File: src/rtl/bombman_pkg.sv
// Shared bombman definitions: map item codes, the power-up lookup table
// and the item spawner FSM state encoding.
package bombman_pkg;

   localparam logic [3:0] ITEM_EMPTY   = 4'd0;
   localparam logic [3:0] ITEM_BOMB_UP = 4'd1;
   localparam logic [3:0] ITEM_FIRE_UP = 4'd2;
   localparam logic [3:0] ITEM_SPEED   = 4'd3;

   // Packed LUT indexed by rnd[1:0]: [0]=BOMB_UP [1]=FIRE_UP [2]=SPEED [3]=BOMB_UP
   localparam logic [3:0][3:0] ITEM_LUT = {ITEM_BOMB_UP, ITEM_SPEED, ITEM_FIRE_UP, ITEM_BOMB_UP};

   typedef enum logic [2:0] {
      S_IDLE   = 3'd0,
      S_SAMP_X = 3'd1,
      S_SAMP_Y = 3'd2,
      S_READ   = 3'd3,
      S_WAIT   = 3'd4,
      S_CHECK  = 3'd5,
      S_WRITE  = 3'd6
   } spawn_state_e;

endpackage

File: src/rtl/rnd_item_spawner.sv
// Random power-up spawner: rejection-samples grid coordinates from the rnd
// stream, reads the map cell and writes an item code when the cell is empty.
module rnd_item_spawner
   import bombman_pkg::*;
#(
   parameter int unsigned GRID_W    = 8,
   parameter int unsigned GRID_H    = 8,
   parameter int unsigned MAX_TRIES = 15,
   parameter int unsigned ADDR_W    = 6
) (
   input  logic              clock_i,
   input  logic              reset_i,
   input  logic [3:0]        rnd_i,
   input  logic              spawn_req_i,
   output logic              rd_en_o,
   output logic [ADDR_W-1:0] rd_addr_o,
   input  logic [3:0]        rd_data_i,
   output logic              wr_en_o,
   output logic [ADDR_W-1:0] wr_addr_o,
   output logic [3:0]        wr_data_o,
   output logic [3:0]        spawn_x_o,
   output logic [3:0]        spawn_y_o,
   output logic              busy_o,
   output logic              done_o,
   output logic              fail_o
);

   localparam int unsigned TRY_W = $clog2(MAX_TRIES + 1);

   spawn_state_e      state_q, state_d;
   logic [TRY_W-1:0]  tries_q, tries_d, tries_inc;
   logic [3:0]        x_q, x_d, y_q, y_d;
   logic [3:0]        cell_q, cell_d;
   logic [ADDR_W-1:0] rd_addr_q, rd_addr_d, wr_addr_q, wr_addr_d;
   logic [3:0]        wr_data_q, wr_data_d;
   logic [3:0]        spawn_x_q, spawn_x_d, spawn_y_q, spawn_y_d;
   logic              rd_en_q, rd_en_d, wr_en_q, wr_en_d;
   logic              busy_q, busy_d, done_q, done_d, fail_q, fail_d;
   logic              reject;

   // State, datapath and registered outputs
   always_ff @(posedge clock_i) begin
      if (reset_i) begin
         state_q   <= S_IDLE;
         tries_q   <= '0;
         x_q       <= '0;
         y_q       <= '0;
         cell_q    <= '0;
         rd_addr_q <= '0;
         wr_addr_q <= '0;
         wr_data_q <= '0;
         spawn_x_q <= '0;
         spawn_y_q <= '0;
         rd_en_q   <= 1'b0;
         wr_en_q   <= 1'b0;
         busy_q    <= 1'b0;
         done_q    <= 1'b0;
         fail_q    <= 1'b0;
      end else begin
         state_q   <= state_d;
         tries_q   <= tries_d;
         x_q       <= x_d;
         y_q       <= y_d;
         cell_q    <= cell_d;
         rd_addr_q <= rd_addr_d;
         wr_addr_q <= wr_addr_d;
         wr_data_q <= wr_data_d;
         spawn_x_q <= spawn_x_d;
         spawn_y_q <= spawn_y_d;
         rd_en_q   <= rd_en_d;
         wr_en_q   <= wr_en_d;
         busy_q    <= busy_d;
         done_q    <= done_d;
         fail_q    <= fail_d;
      end
   end

   // Next-state and output decode
   always_comb begin
      state_d   = state_q;
      tries_d   = tries_q;
      x_d       = x_q;
      y_d       = y_q;
      cell_d    = cell_q;
      rd_addr_d = rd_addr_q;
      wr_addr_d = wr_addr_q;
      wr_data_d = wr_data_q;
      spawn_x_d = spawn_x_q;
      spawn_y_d = spawn_y_q;
      wr_en_d   = 1'b0;
      done_d    = 1'b0;
      fail_d    = 1'b0;
      reject    = 1'b0;
      tries_inc = tries_q + TRY_W'(1);

      unique case (state_q)
         S_IDLE: begin
            if (spawn_req_i) begin
               state_d = S_SAMP_X;
               tries_d = '0;
            end
         end
         S_SAMP_X: begin
            if ({1'b0, rnd_i} < 5'(GRID_W)) begin
               x_d     = rnd_i;
               state_d = S_SAMP_Y;
            end else begin
               reject = 1'b1;
            end
         end
         S_SAMP_Y: begin
            if ({1'b0, rnd_i} < 5'(GRID_H)) begin
               y_d       = rnd_i;
               rd_addr_d = ADDR_W'(ADDR_W'(rnd_i) * ADDR_W'(GRID_W)) + ADDR_W'(x_q);
               state_d   = S_READ;
            end else begin
               reject = 1'b1;
            end
         end
         S_READ:  state_d = S_WAIT;
         S_WAIT: begin
            cell_d  = rd_data_i;
            state_d = S_CHECK;
         end
         S_CHECK: begin
            if (cell_q == ITEM_EMPTY) begin
               state_d = S_WRITE;
            end else begin
               reject  = 1'b1;
               state_d = S_SAMP_X;
            end
         end
         S_WRITE: begin
            wr_en_d   = 1'b1;
            wr_addr_d = rd_addr_q;
            wr_data_d = ITEM_LUT[rnd_i[1:0]];
            spawn_x_d = x_q;
            spawn_y_d = y_q;
            done_d    = 1'b1;
            state_d   = S_IDLE;
         end
         default: state_d = S_IDLE;
      endcase

      // Every rejection consumes budget; the increment reaching the limit aborts
      if (reject) begin
         tries_d = tries_inc;
         if (tries_inc == TRY_W'(MAX_TRIES)) begin
            state_d = S_IDLE;
            fail_d  = 1'b1;
         end
      end

      rd_en_d = (state_d == S_READ);
      busy_d  = (state_d != S_IDLE);
   end

   assign rd_en_o   = rd_en_q;
   assign rd_addr_o = rd_addr_q;
   assign wr_en_o   = wr_en_q;
   assign wr_addr_o = wr_addr_q;
   assign wr_data_o = wr_data_q;
   assign spawn_x_o = spawn_x_q;
   assign spawn_y_o = spawn_y_q;
   assign busy_o    = busy_q;
   assign done_o    = done_q;
   assign fail_o    = fail_q;

endmodule

File: config.mk
export PLATFORM = sky130hd
export DESIGN_NAME = rnd_item_spawner
export DESIGN_NICKNAME = d
export VERILOG_FILES = /design/src/rtl/bombman_pkg.sv /design/src/rtl/rnd_item_spawner.sv
export SDC_FILE = /design/constraint.sdc
export NUM_CORES = 1
export LEC_CHECK = 0
export ABC_AREA = 1
export BUFFER_PORTS_ARGS = -buffer_cell sky130_fd_sc_hd__buf_2
export CORE_ASPECT_RATIO = 1.5
export CORE_MARGIN = 2
export CORE_UTILIZATION = 53
export DETAILED_ROUTE_END_ITERATION = 6
export PLACE_DENSITY = 0.78
export SYNTH_ARGS = -nofsm -noshare
export SYNTH_HDL_FRONTEND = slang
export SYNTH_SLANG_ARGS = --single-unit
export TNS_END_PERCENT = 50
File: constraint.sdc
create_clock -name clock_i -period 1.42 [get_ports clock_i]
set_input_delay 0.213 -clock clock_i [delete_from_list [all_inputs] [get_ports clock_i]]
set_output_delay 0.213 -clock clock_i [all_outputs]
set_load 0.02 [all_outputs]
==> results of run 1 <==
## per-stage QoR
| step | utilization [%] | hold slack, ns |
|---|---|---|
| 6_report | 65.8 | 0.161 |
| 5_1_grt | 65.8 | 0.198 |
| 4_1_cts | 65.5 | 0.161 |
| 3_5_place_dp | 61.5 | 0.438 |
| 3_3_place_gp | 61.5 | 0.434 |
| 2_1_floorplan | - | 0.376 |
## where the power goes
| group | total (W) | internal (W) | switching (W) |
|---|---|---|---|
| registers | 0.00133 | 0.00130 | 0.0000306 |
| clock network | 0.00112 | 0.000699 | 0.000425 |
| logic | 0.000241 | 0.0000811 | 0.000160 |
## worst reg2reg max path, cell delays in order (launching register included)
cell and delay [ns]:
sky130_fd_sc_hd__dfxtp_1 0.39, sky130_fd_sc_hd__inv_2 0.12, sky130_fd_sc_hd__nor2_1 0.11, sky130_fd_sc_hd__nand2_1 0.15, sky130_fd_sc_hd__nand3_2 0.15, sky130_fd_sc_hd__nand3_2 0.09, sky130_fd_sc_hd__nand2_1 0.09, sky130_fd_sc_hd__nand3_1 0.08
## routing by layer
metal  routed length, um  global-route usage, %  vias to the layer above
li1                    -                      -                      858
met1                1530                   25.3                      752
met2                2040                   37.6                       42
met3                 187                   4.51                        5
met4                  56                   8.46                        0
met5                   0                      0                        -
## logic make-up (layout without fill, tap and decap cells)
| logic type | after synthesis | count (layout) | synth area share [%] |
|---|---|---|---|
| AOI/OAI and AO/OA | 42 | 42 | 11.6 |
| buffers and inverters | 30 | 70 | 7.30 |
| and+or+nand+nor | 116 | 116 | 27.9 |
| DFF | 45 | 45 | 48.6 |
| xor gates and xnor gates | 2 | 2 | 0.946 |
| other | 1 | 2 | 0.203 |
| adders and majority gates | 5 | 5 | 3.38 |
## cells in the final DEF (no fill, tap or decap)
cell / count
sky130_fd_sc_hd__nor2_4: 1
sky130_fd_sc_hd__ha_1: 5
sky130_fd_sc_hd__nand2_2: 1
sky130_fd_sc_hd__nand4_1: 4
sky130_fd_sc_hd__buf_2: 37
sky130_fd_sc_hd__or2_0: 2
sky130_fd_sc_hd__nand2_1: 39
sky130_fd_sc_hd__nand3_1: 21
sky130_fd_sc_hd__dfxtp_2: 1
sky130_fd_sc_hd__clkbuf_8: 5
sky130_fd_sc_hd__o21bai_1: 1
sky130_fd_sc_hd__inv_1: 13
sky130_fd_sc_hd__o21ai_0: 18
sky130_fd_sc_hd__conb_1: 2
sky130_fd_sc_hd__buf_4: 8
sky130_fd_sc_hd__nand3_4: 1
sky130_fd_sc_hd__nor2_2: 2
sky130_fd_sc_hd__bufinv_16: 2
sky130_fd_sc_hd__a21oi_1: 22
sky130_fd_sc_hd__clkinv_2: 1
sky130_fd_sc_hd__a211oi_1: 1
sky130_fd_sc_hd__nand3_2: 3
sky130_fd_sc_hd__dfxtp_1: 44
sky130_fd_sc_hd__xnor2_1: 2
sky130_fd_sc_hd__nor2_1: 42
sky130_fd_sc_hd__inv_2: 4
## registers in the layout, indices dropped and copies added, names as in the netlist, 2 cells and up
| name | flops |
|---|---|
| wr_addr_o | 6 |
| y_q | 4 |
| state_q | 3 |
| spawn_y_o | 4 |
| x_q | 4 |
| rd_addr_o | 6 |
| tries_q | 4 |
| cell_q | 4 |
| wr_data_o | 2 |
| spawn_x_o | 4 |
## area by class of cell
type | instances | area share [%]
Clock inverter | 3 | 2.92
Clock buffer | 5 | 3.09
Timing Repair Buffer | 45 | 11.0
Tap cell | 42 | 2.36
Inverter | 17 | 2.87
Multi-Input combinational cell | 167 | 37.2
Sequential cell | 45 | 40.6
## how the worst min path moves through the flow
stage                             start                     end  slack, ns  cells after the start
finish                     rd_data_i[1]  cell_q[1]$_SDFFE_PP0P_       0.16                      3
global route               rd_data_i[0]  cell_q[0]$_SDFFE_PP0P_       0.20                      3
CTS                        rd_data_i[1]  cell_q[1]$_SDFFE_PP0P_       0.16                      3
detailed placement  y_q[3]$_SDFFE_PP0P_     y_q[3]$_SDFFE_PP0P_       0.44                      2
global placement    y_q[3]$_SDFFE_PP0P_     y_q[3]$_SDFFE_PP0P_       0.43                      2
floorplan                      rnd_i[0]     y_q[0]$_SDFFE_PP0P_       0.38                      2
==> impl_metrics.env, run 1 <==
export IMPL_post_cts_resized=0
export IMPL_grt_start_max_net_pins=25
export IMPL_clock_root_buffer="sky130_fd_sc_hd__clkbuf_8"
export IMPL_placed_instances=316
export IMPL_worstReg2RegEnd="busy_o$_SDFF_PP0_"
export IMPL_pre_cts_ws_ns=0.0942
export IMPL_synth_yosys_seq_area_share_pct=48.6
export IMPL_clock_latency_ns=0.30
export IMPL_finalClockSkew_ns=0.00344
export IMPL_cts_tree="built"
export IMPL_grt_first_pass_wirelength_mm=6.76
export IMPL_critical_path_slowest_cell="sky130_fd_sc_hd__dfxtp_1"
export IMPL_initial_core_util_pct=54.7
export IMPL_htreeDepth=2
export IMPL_finalSetupViolations=0
export IMPL_final_min_period_over_clock_period_pct=91.1
export IMPL_fillerInstances=331
export IMPL_timing_final_max_slew_violations=0
export IMPL_syn_inst=241
export IMPL_finalWorstSetupSlack_ns=0.127
export IMPL_core_area_mm2=0.00338
export IMPL_routed_length_per_instance_um=11.8
export IMPL_achievable_frequency_mhz=773
export IMPL_avgViaCountPerCell=5.11
export IMPL_path_max_fanout=9
export IMPL_synth_top_area_cell="sky130_fd_sc_hd__dfxtp_1"
export IMPL_path_cells="inv_2 > nor2_1 > nand2_1 > nand3_2 > nand3_2 > nand2_1 > nand3_1"
export IMPL_setup_tns_final_ns=0
export IMPL_ir_worst_vdd_mv=0.894
export IMPL_antenna_cells_inserted=0
export IMPL_grt_usage_pct=21.7
export IMPL_clk_transition_reported_paths_ns=0.08
export IMPL_synth_edff_count=0
export IMPL_hold_viol=0
export IMPL_critical_path_top_delay_family="simple AND/OR/NAND/NOR gates"
export IMPL_post_cts_setup_buffers=0
export IMPL_ys_warnings_count=0
export IMPL_postLayoutCellArea_mm2=0.00222
export IMPL_place_area_mm2=0.00208
export IMPL_dieHeight_um=76.4
export IMPL_critPathRequiredTime_ns=1.61
export IMPL_power_density_mw_per_mm2=1210
export IMPL_cp_arrival_ns=1.48
export IMPL_total_stage_count_of_the_critical_path=7
export IMPL_globalplace_congestion=0.893
export IMPL_dominantRegCellSynth="sky130_fd_sc_hd__dfxtp_1"
export IMPL_place_port_buffers=37
export IMPL_seq_cells_post_synth=45
export IMPL_dpl_hpwl_mm=2.74
export IMPL_yosys_top_cells_count="sky130_fd_sc_hd__dfxtp_1, sky130_fd_sc_hd__nor2_1, sky130_fd_sc_hd__nand2_1"
export IMPL_worst_r2r_cell_count=7
export IMPL_synthArstFlopShare_pct=0
export IMPL_run_status="finished clean"
export IMPL_cp_startpoint="state_q[2]$_SDFF_PP0_"
export IMPL_post_synth_num_cell_types=25
export IMPL_final_layout_size_suffix_gt1_share_pct=23.4
export IMPL_grt_pass1_vias=1555
export IMPL_drc=0
export IMPL_fin_total_pwr_w=0.00269
export IMPL_synth_area_per_cell_um2=7.68
export IMPL_initial_antenna_violation_count=0
export IMPL_grt_overflow_total=0
export IMPL_power_leakage_nw=1.03
export IMPL_layoutNonFillerInstCount=324
export IMPL_syn_area_mm2=0.00185
export IMPL_critical_path_endpoint="busy_o$_SDFF_PP0_"
export IMPL_boundaryPins=40
export IMPL_max_cap_violations=0
export IMPL_cp_slowest_stage_delay_ns=0.39
export IMPL_hold_buffers=0
export IMPL_postRouteWirelength_mm=3.82
export IMPL_worstHoldPathType="primary input to flip-flop"
export IMPL_cts_buffers_inserted=5
export IMPL_nNetsFinal=297
export IMPL_worst_setup_path_type="flip-flop to flip-flop"
export IMPL_area_delta_synth_final_pct=20.1
export IMPL_routed_via_count=1657
export IMPL_die_w_um=52.3
export IMPL_fp_dieArea_mm2=0.00399
export IMPL_worst_r2r_setup_slack_ns=0.13
export IMPL_setup_worst_path_start_class="flip-flop"
export IMPL_drt_initial_violations=32
export IMPL_cts_buffer_depth=2
export IMPL_rows=26
export IMPL_rsz_0062_raised_after_global_routing="no"
export IMPL_critical_path_buf_inv_count=1
export IMPL_antenna_violating_nets_post_route=0
export IMPL_clock_sink_count=45
export IMPL_detailedRoute_firstPassIterationCount=4
export IMPL_finalCriticalPeriod_ns=1.29
export IMPL_synth_top_area_share_pct=48.6
export IMPL_synthMostInstantiatedCell="sky130_fd_sc_hd__dfxtp_1"
export IMPL_footprint_of_the_flip_flops_and_latches_um2=902
export IMPL_area_used_by_multi_input_combinational_logic_um2=827
export IMPL_critPathCaptureType="flip-flop"
export IMPL_timing_rr_start="state_q[2]$_SDFF_PP0_"
export IMPL_netlist_top_cells_area="sky130_fd_sc_hd__dfxtp_1, sky130_fd_sc_hd__nor2_1, sky130_fd_sc_hd__nand2_1"
Note: power is estimated with default switching activity, not from simulation.
==> run 2, diff against run 1 <==
Settings changed: CORE_UTILIZATION 53 to 55, CTS_BUF_LIST set to sky130_fd_sc_hd__clkbuf_8, PLACE_DENSITY 0.78 to 0.81.
==> impl_metrics.env, run 2 (synthesized netlist as in run 1, its figures left out) <==
export IMPL_run_status="finished clean"
export IMPL_initial_antenna_violation_count=0
export IMPL_routed_length_per_instance_um=11.7
export IMPL_place_port_buffers=37
export IMPL_fin_total_pwr_w=0.00241
export IMPL_achievable_frequency_mhz=753
export IMPL_finalCriticalPeriod_ns=1.33
export IMPL_mostFrequentLayoutCell="sky130_fd_sc_hd__dfxtp_1"
export IMPL_power_leakage_nw=1.01
export IMPL_die_w_um=51.4
export IMPL_htreeDepth=2
export IMPL_detailedRoute_firstPassIterationCount=4
export IMPL_drt_initial_violations=53
export IMPL_clock_latency_ns=0.30
export IMPL_worst_r2r_cell_count=7
export IMPL_boundaryPins=40
export IMPL_hold_worst_slack_ns=0.162
export IMPL_area_delta_synth_final_pct=18.1
export IMPL_cts_tree="built"
export IMPL_dieHeight_um=75.1
export IMPL_globalplace_congestion=0.848
export IMPL_clock_root_buffer="sky130_fd_sc_hd__clkbuf_8"
export IMPL_grt_usage_pct=22.1
export IMPL_worstReg2RegEnd="busy_o$_SDFF_PP0_"
export IMPL_timing_final_max_slew_violations=0
export IMPL_fp_dieArea_mm2=0.00386
export IMPL_worstHoldPathType="primary input to flip-flop"
export IMPL_final_cell_mix="sky130_fd_sc_hd__dfxtp_1, sky130_fd_sc_hd__nor2_1, sky130_fd_sc_hd__nand2_1"
export IMPL_setup_worst_path_start_class="flip-flop"
export IMPL_antenna_cells_inserted=0
export IMPL_final_min_period_over_clock_period_pct=93.6
export IMPL_worst_setup_path_type="flip-flop to flip-flop"
export IMPL_place_area_mm2=0.00208
export IMPL_clk_transition_reported_paths_ns=0.08
export IMPL_initial_core_util_pct=58.0
export IMPL_hold_viol=0
export IMPL_dpl_hpwl_mm=2.69
export IMPL_finalClockSkew_ns=0.00647
export IMPL_rsz_0062_raised_after_global_routing="yes"
export IMPL_postRouteWirelength_mm=3.74
export IMPL_routed_via_count=1614
export IMPL_drc=0
export IMPL_cp_startpoint="state_q[0]$_SDFF_PP0_"
export IMPL_core_area_mm2=0.00319
export IMPL_critPathCaptureType="flip-flop"
export IMPL_clock_sink_count=45
export IMPL_grt_start_max_net_pins=25
export IMPL_avgViaCountPerCell=5.04
export IMPL_nNetsFinal=295
export IMPL_finalSetupViolations=0
export IMPL_grt_first_pass_wirelength_mm=6.28
export IMPL_worst_r2r_setup_slack_ns=0.09
export IMPL_rows=25
export IMPL_cts_buffers_inserted=5
export IMPL_cts_buffer_depth=2
export IMPL_grt_pass1_vias=1495
export IMPL_antenna_violating_nets_post_route=0
export IMPL_max_cap_violations=0
export IMPL_grt_overflow_total=0
export IMPL_critical_path_endpoint="busy_o$_SDFF_PP0_"
export IMPL_cp_arrival_ns=1.52
export IMPL_critPathRequiredTime_ns=1.61
export IMPL_path_max_fanout=6
export IMPL_postLayoutCellArea_mm2=0.00219
export IMPL_power_density_mw_per_mm2=1100
export IMPL_ir_worst_vdd_mv=1.01
export IMPL_final_layout_size_suffix_gt1_share_pct=22.5
export IMPL_timing_rr_start="state_q[0]$_SDFF_PP0_"
==> run 2: cell types whose count changed in the layout (fill, tap and decap cells not counted), sizes merged <==
cell    before  now
buf         45   43
bufinv       2    0
clkbuf       5    7
==> run 2: metal layers <==
layer	routed length, um	track usage [%]	vias to the layer above
li1	-	-	853
met1	1590	22.7	721
met2	1920	40.5	32
met3	153	5.95	8
met4	84	11.4	0
met5	0	0	-
==> run 2: layout make-up <==
class | instances | area [um^2]
Clock buffer | 7 | 96.3
Inverter | 17 | 66.3
Fill cell | 302 | 1000
Timing Repair Buffer | 43 | 243
Tap cell | 40 | 50.0
Sequential cell | 45 | 902
Multi-Input combinational cell | 167 | 825
Clock inverter | 1 | 5.00
==> run 2: worst min path at each step <==
stage	from	cells after the start	slack, ns	to
CTS	rd_data_i[0]	3	0.16	cell_q[0]$_SDFFE_PP0P_
finish	rd_data_i[0]	3	0.16	cell_q[0]$_SDFFE_PP0P_
detailed placement	y_q[3]$_SDFFE_PP0P_	2	0.43	y_q[3]$_SDFFE_PP0P_
global route	rd_data_i[2]	3	0.19	cell_q[2]$_SDFFE_PP0P_
floorplan	rnd_i[0]	2	0.38	y_q[0]$_SDFFE_PP0P_
global placement	y_q[3]$_SDFFE_PP0P_	2	0.44	y_q[3]$_SDFFE_PP0P_
==> run 2: power breakdown <==
| group | switching [W] | total (W) | leakage (nW) | internal [W] |
|---|---|---|---|---|
| clock network | 0.000405 | 0.000845 | 0.0542 | 0.000439 |
| logic | 0.000160 | 0.000240 | 0.591 | 0.0000799 |
| registers | 0.0000294 | 0.00133 | 0.364 | 0.00130 |
| total | 0.000594 | 0.00241 | 1.01 | 0.00182 |
==> run 2: repair_timing <==
item                                   CTS  global route
setup endpoints to repair                0             5
hold buffers                             0             0
endpoints found under the hold margin    0             0
setup buffers                            0             0
resized for setup                        0             3
==> run 2: critical path, stage by stage, from the launching register on <==
cell	delay, ns
sky130_fd_sc_hd__dfxtp_2	0.40
sky130_fd_sc_hd__inv_1	0.06
sky130_fd_sc_hd__nor2_1	0.20
sky130_fd_sc_hd__nand3_1	0.15
sky130_fd_sc_hd__nand3_2	0.14
sky130_fd_sc_hd__nand3_2	0.11
sky130_fd_sc_hd__nand2_1	0.10
sky130_fd_sc_hd__nand3_1	0.07
==> run 2: stage by stage <==
| step | setup TNS (ns) | util [%] | setup WS (ns) | instances |
|---|---|---|---|---|
| final | 0 | 68.5 | 0.0913 | 320 |
| after global routing | -0.0203 | 68.5 | -0.0172 | 320 |
| after CTS | 0 | 68.3 | 0.0451 | 320 |
| after detailed placement | 0 | 65.1 | 0.0771 | 312 |
| after global placement | 0 | 65.1 | 0.123 | 312 |
| after floorplan | 0 | - | 0.247 | 242 |
==> run 3, diff against run 2 <==
Settings changed: PLACE_DENSITY 0.81 to 0.92.
==> impl_metrics.env, run 3 (synthesized netlist as in run 1, its figures left out) <==
export IMPL_combPwrFrac_pct=10.4
export IMPL_drt_initial_violations=65
export IMPL_grt_usage_pct=22.9
export IMPL_finalCriticalPeriod_ns=1.31
export IMPL_routed_length_per_instance_um=12.1
export IMPL_power_switching_share_pct=26.0
export IMPL_footprint_of_the_flip_flops_and_latches_um2=902
export IMPL_cp_slowest_stage_delay_ns=0.39
export IMPL_finalClockSkew_ns=0.00677
export IMPL_power_sequential_fraction_pct=57.4
export IMPL_area_used_by_multi_input_combinational_logic_um2=820
export IMPL_die_w_um=51.4
export IMPL_setup_tns_final_ns=0
export IMPL_fp_dieArea_mm2=0.00386
export IMPL_worst_setup_path_type="flip-flop to flip-flop"
export IMPL_p_switching_w=0.000600
export IMPL_cts_tree="built"
export IMPL_postRouteWirelength_mm=3.89
export IMPL_area_delta_synth_final_pct=16.9
export IMPL_clk_transition_reported_paths_ns=0.08
export IMPL_place_port_buffers=37
export IMPL_cts_buffers_inserted=5
export IMPL_mostFrequentLayoutCell="sky130_fd_sc_hd__dfxtp_1"
export IMPL_initial_core_util_pct=58.0
export IMPL_boundaryPins=40
export IMPL_avgViaCountPerCell=5.21
export IMPL_rsz_0062_raised_after_global_routing="no"
export IMPL_final_cell_mix="sky130_fd_sc_hd__dfxtp_1, sky130_fd_sc_hd__nor2_1, sky130_fd_sc_hd__nand2_1"
export IMPL_achievable_frequency_mhz=766
export IMPL_critPathCaptureType="flip-flop"
export IMPL_cts_buffer_depth=2
export IMPL_critPathRequiredTime_ns=1.61
export IMPL_clock_latency_ns=0.30
export IMPL_timing_final_max_slew_violations=0
export IMPL_final_layout_size_suffix_gt1_share_pct=22.0
export IMPL_path_max_fanout=6
export IMPL_cp_arrival_ns=1.50
export IMPL_critical_path_buf_inv_count=1
export IMPL_fillerInstances=285
export IMPL_power_leakage_nw=1.01
export IMPL_setup_worst_path_start_class="flip-flop"
export IMPL_clock_root_buffer="sky130_fd_sc_hd__clkbuf_8"
export IMPL_grt_pass1_vias=1566
export IMPL_ir_worst_vdd_mv=0.723
export IMPL_worstHoldPathType="primary input to flip-flop"
export IMPL_total_stage_count_of_the_critical_path=7
export IMPL_routed_via_count=1679
export IMPL_fin_total_pwr_w=0.00231
export IMPL_initial_antenna_violation_count=0
export IMPL_max_cap_violations=0
export IMPL_final_min_period_over_clock_period_pct=92.0
export IMPL_worst_r2r_cell_count=7
export IMPL_dpl_hpwl_mm=2.88
export IMPL_path_cells="inv_2 > nor2_4 > nand3_1 > nand3_2 > nand3_2 > nand2_1 > nand3_1"
export IMPL_power_density_mw_per_mm2=1070
export IMPL_antenna_violating_nets_post_route=0
export IMPL_critical_path_slowest_cell="sky130_fd_sc_hd__dfxtp_1"
export IMPL_number_of_cells_traversed_by_the_worst_hold_path=3
export IMPL_run_status="finished clean"
export IMPL_globalplace_congestion=0.914
export IMPL_power_report_internal_total_w=0.00171
export IMPL_antenna_cells_inserted=0
export IMPL_core_area_mm2=0.00319
export IMPL_nNetsFinal=297
export IMPL_drc=0
export IMPL_detailedRoute_firstPassIterationCount=4
export IMPL_finalSetupViolations=0
export IMPL_clock_sink_count=45
export IMPL_hold_viol=0
export IMPL_post_cts_setup_buffers=0
export IMPL_dieHeight_um=75.1
export IMPL_rows=25
export IMPL_grt_start_max_net_pins=25
export IMPL_pwr_share_clk_pct=32.1
export IMPL_grt_overflow_total=0
export IMPL_htreeDepth=2
export IMPL_grt_first_pass_wirelength_mm=6.50
export IMPL_critical_path_top_delay_family="simple AND/OR/NAND/NOR gates"
[run 3: worst register-to-register path, stage by stage, from the launching register on]
cell and delay, ns:
sky130_fd_sc_hd__dfxtp_1 0.39, sky130_fd_sc_hd__inv_2 0.08, sky130_fd_sc_hd__nor2_4 0.17, sky130_fd_sc_hd__nand3_1 0.13
sky130_fd_sc_hd__nand3_2 0.15, sky130_fd_sc_hd__nand3_2 0.11, sky130_fd_sc_hd__nand2_1 0.11, sky130_fd_sc_hd__nand3_1 0.06
[run 3: what timing repair did]
item	CTS	global route
hold buffers	0	0
resized for setup	0	1
setup endpoints to repair	0	4
hold endpoints to repair	0	0
[run 3: path summary, 6_finish.rpt]
check                                              end  slack, ns                  start
worst max register to register       busy_o$_SDFF_PP0_       0.11  state_q[1]$_SDFF_PP0_
worst min-delay path            cell_q[1]$_SDFFE_PP0P_       0.15           rd_data_i[1]
worst min register to register     y_q[3]$_SDFFE_PP0P_       0.46    y_q[3]$_SDFFE_PP0P_
worst max-delay path                 busy_o$_SDFF_PP0_       0.11  state_q[1]$_SDFF_PP0_
[run 3: area by class of cell]
type                            instances  area share (%)
Sequential cell                        45            41.7
Multi-Input combinational cell        167            37.9
Timing Repair Buffer                   45            11.3
Clock buffer                            5            3.18
Inverter                               17            2.95
Tap cell                               40            2.31
Clock inverter                          3           0.694
[run 3: per-stage QoR]
stage	hold slack, ns	utilization (%)	instance area, um^2	std cells	setup WS, ns
floorplan	0.376	-	1860	242	0.247
global placement	0.443	65.2	2080	314	0.129
detailed placement	0.445	65.2	2080	314	0.0819
CTS	0.147	67.8	2160	322	0.0670
global route	0.163	67.8	2160	322	0.0112
finish	0.153	67.8	2160	322	0.114
[run 3: metal layers]
| metal | track usage, % | part of all wire [%] | wire length [um] |
|---|---|---|---|
| met3 | 6.75 | 5.1 | 198 |
| met5 | 0 | 0 | 0 |
| met1 | 22.2 | 39 | 1520 |
| met4 | 11.7 | 1.9 | 72 |
| met2 | 43.2 | 54 | 2100 |
[run 3: power groups by stage]
stage / combinational (W) / clock, W / sequential (W)
2_1_floorplan: 0.000157 / 0 / 0.00137
3_3_place_gp: 0.000232 / 0 / 0.00135
3_5_place_dp: 0.000238 / 0 / 0.00136
4_1_cts: 0.000240 / 0.000765 / 0.00133
5_1_grt: 0.000270 / 0.000821 / 0.00133
6_report: 0.000241 / 0.000743 / 0.00133
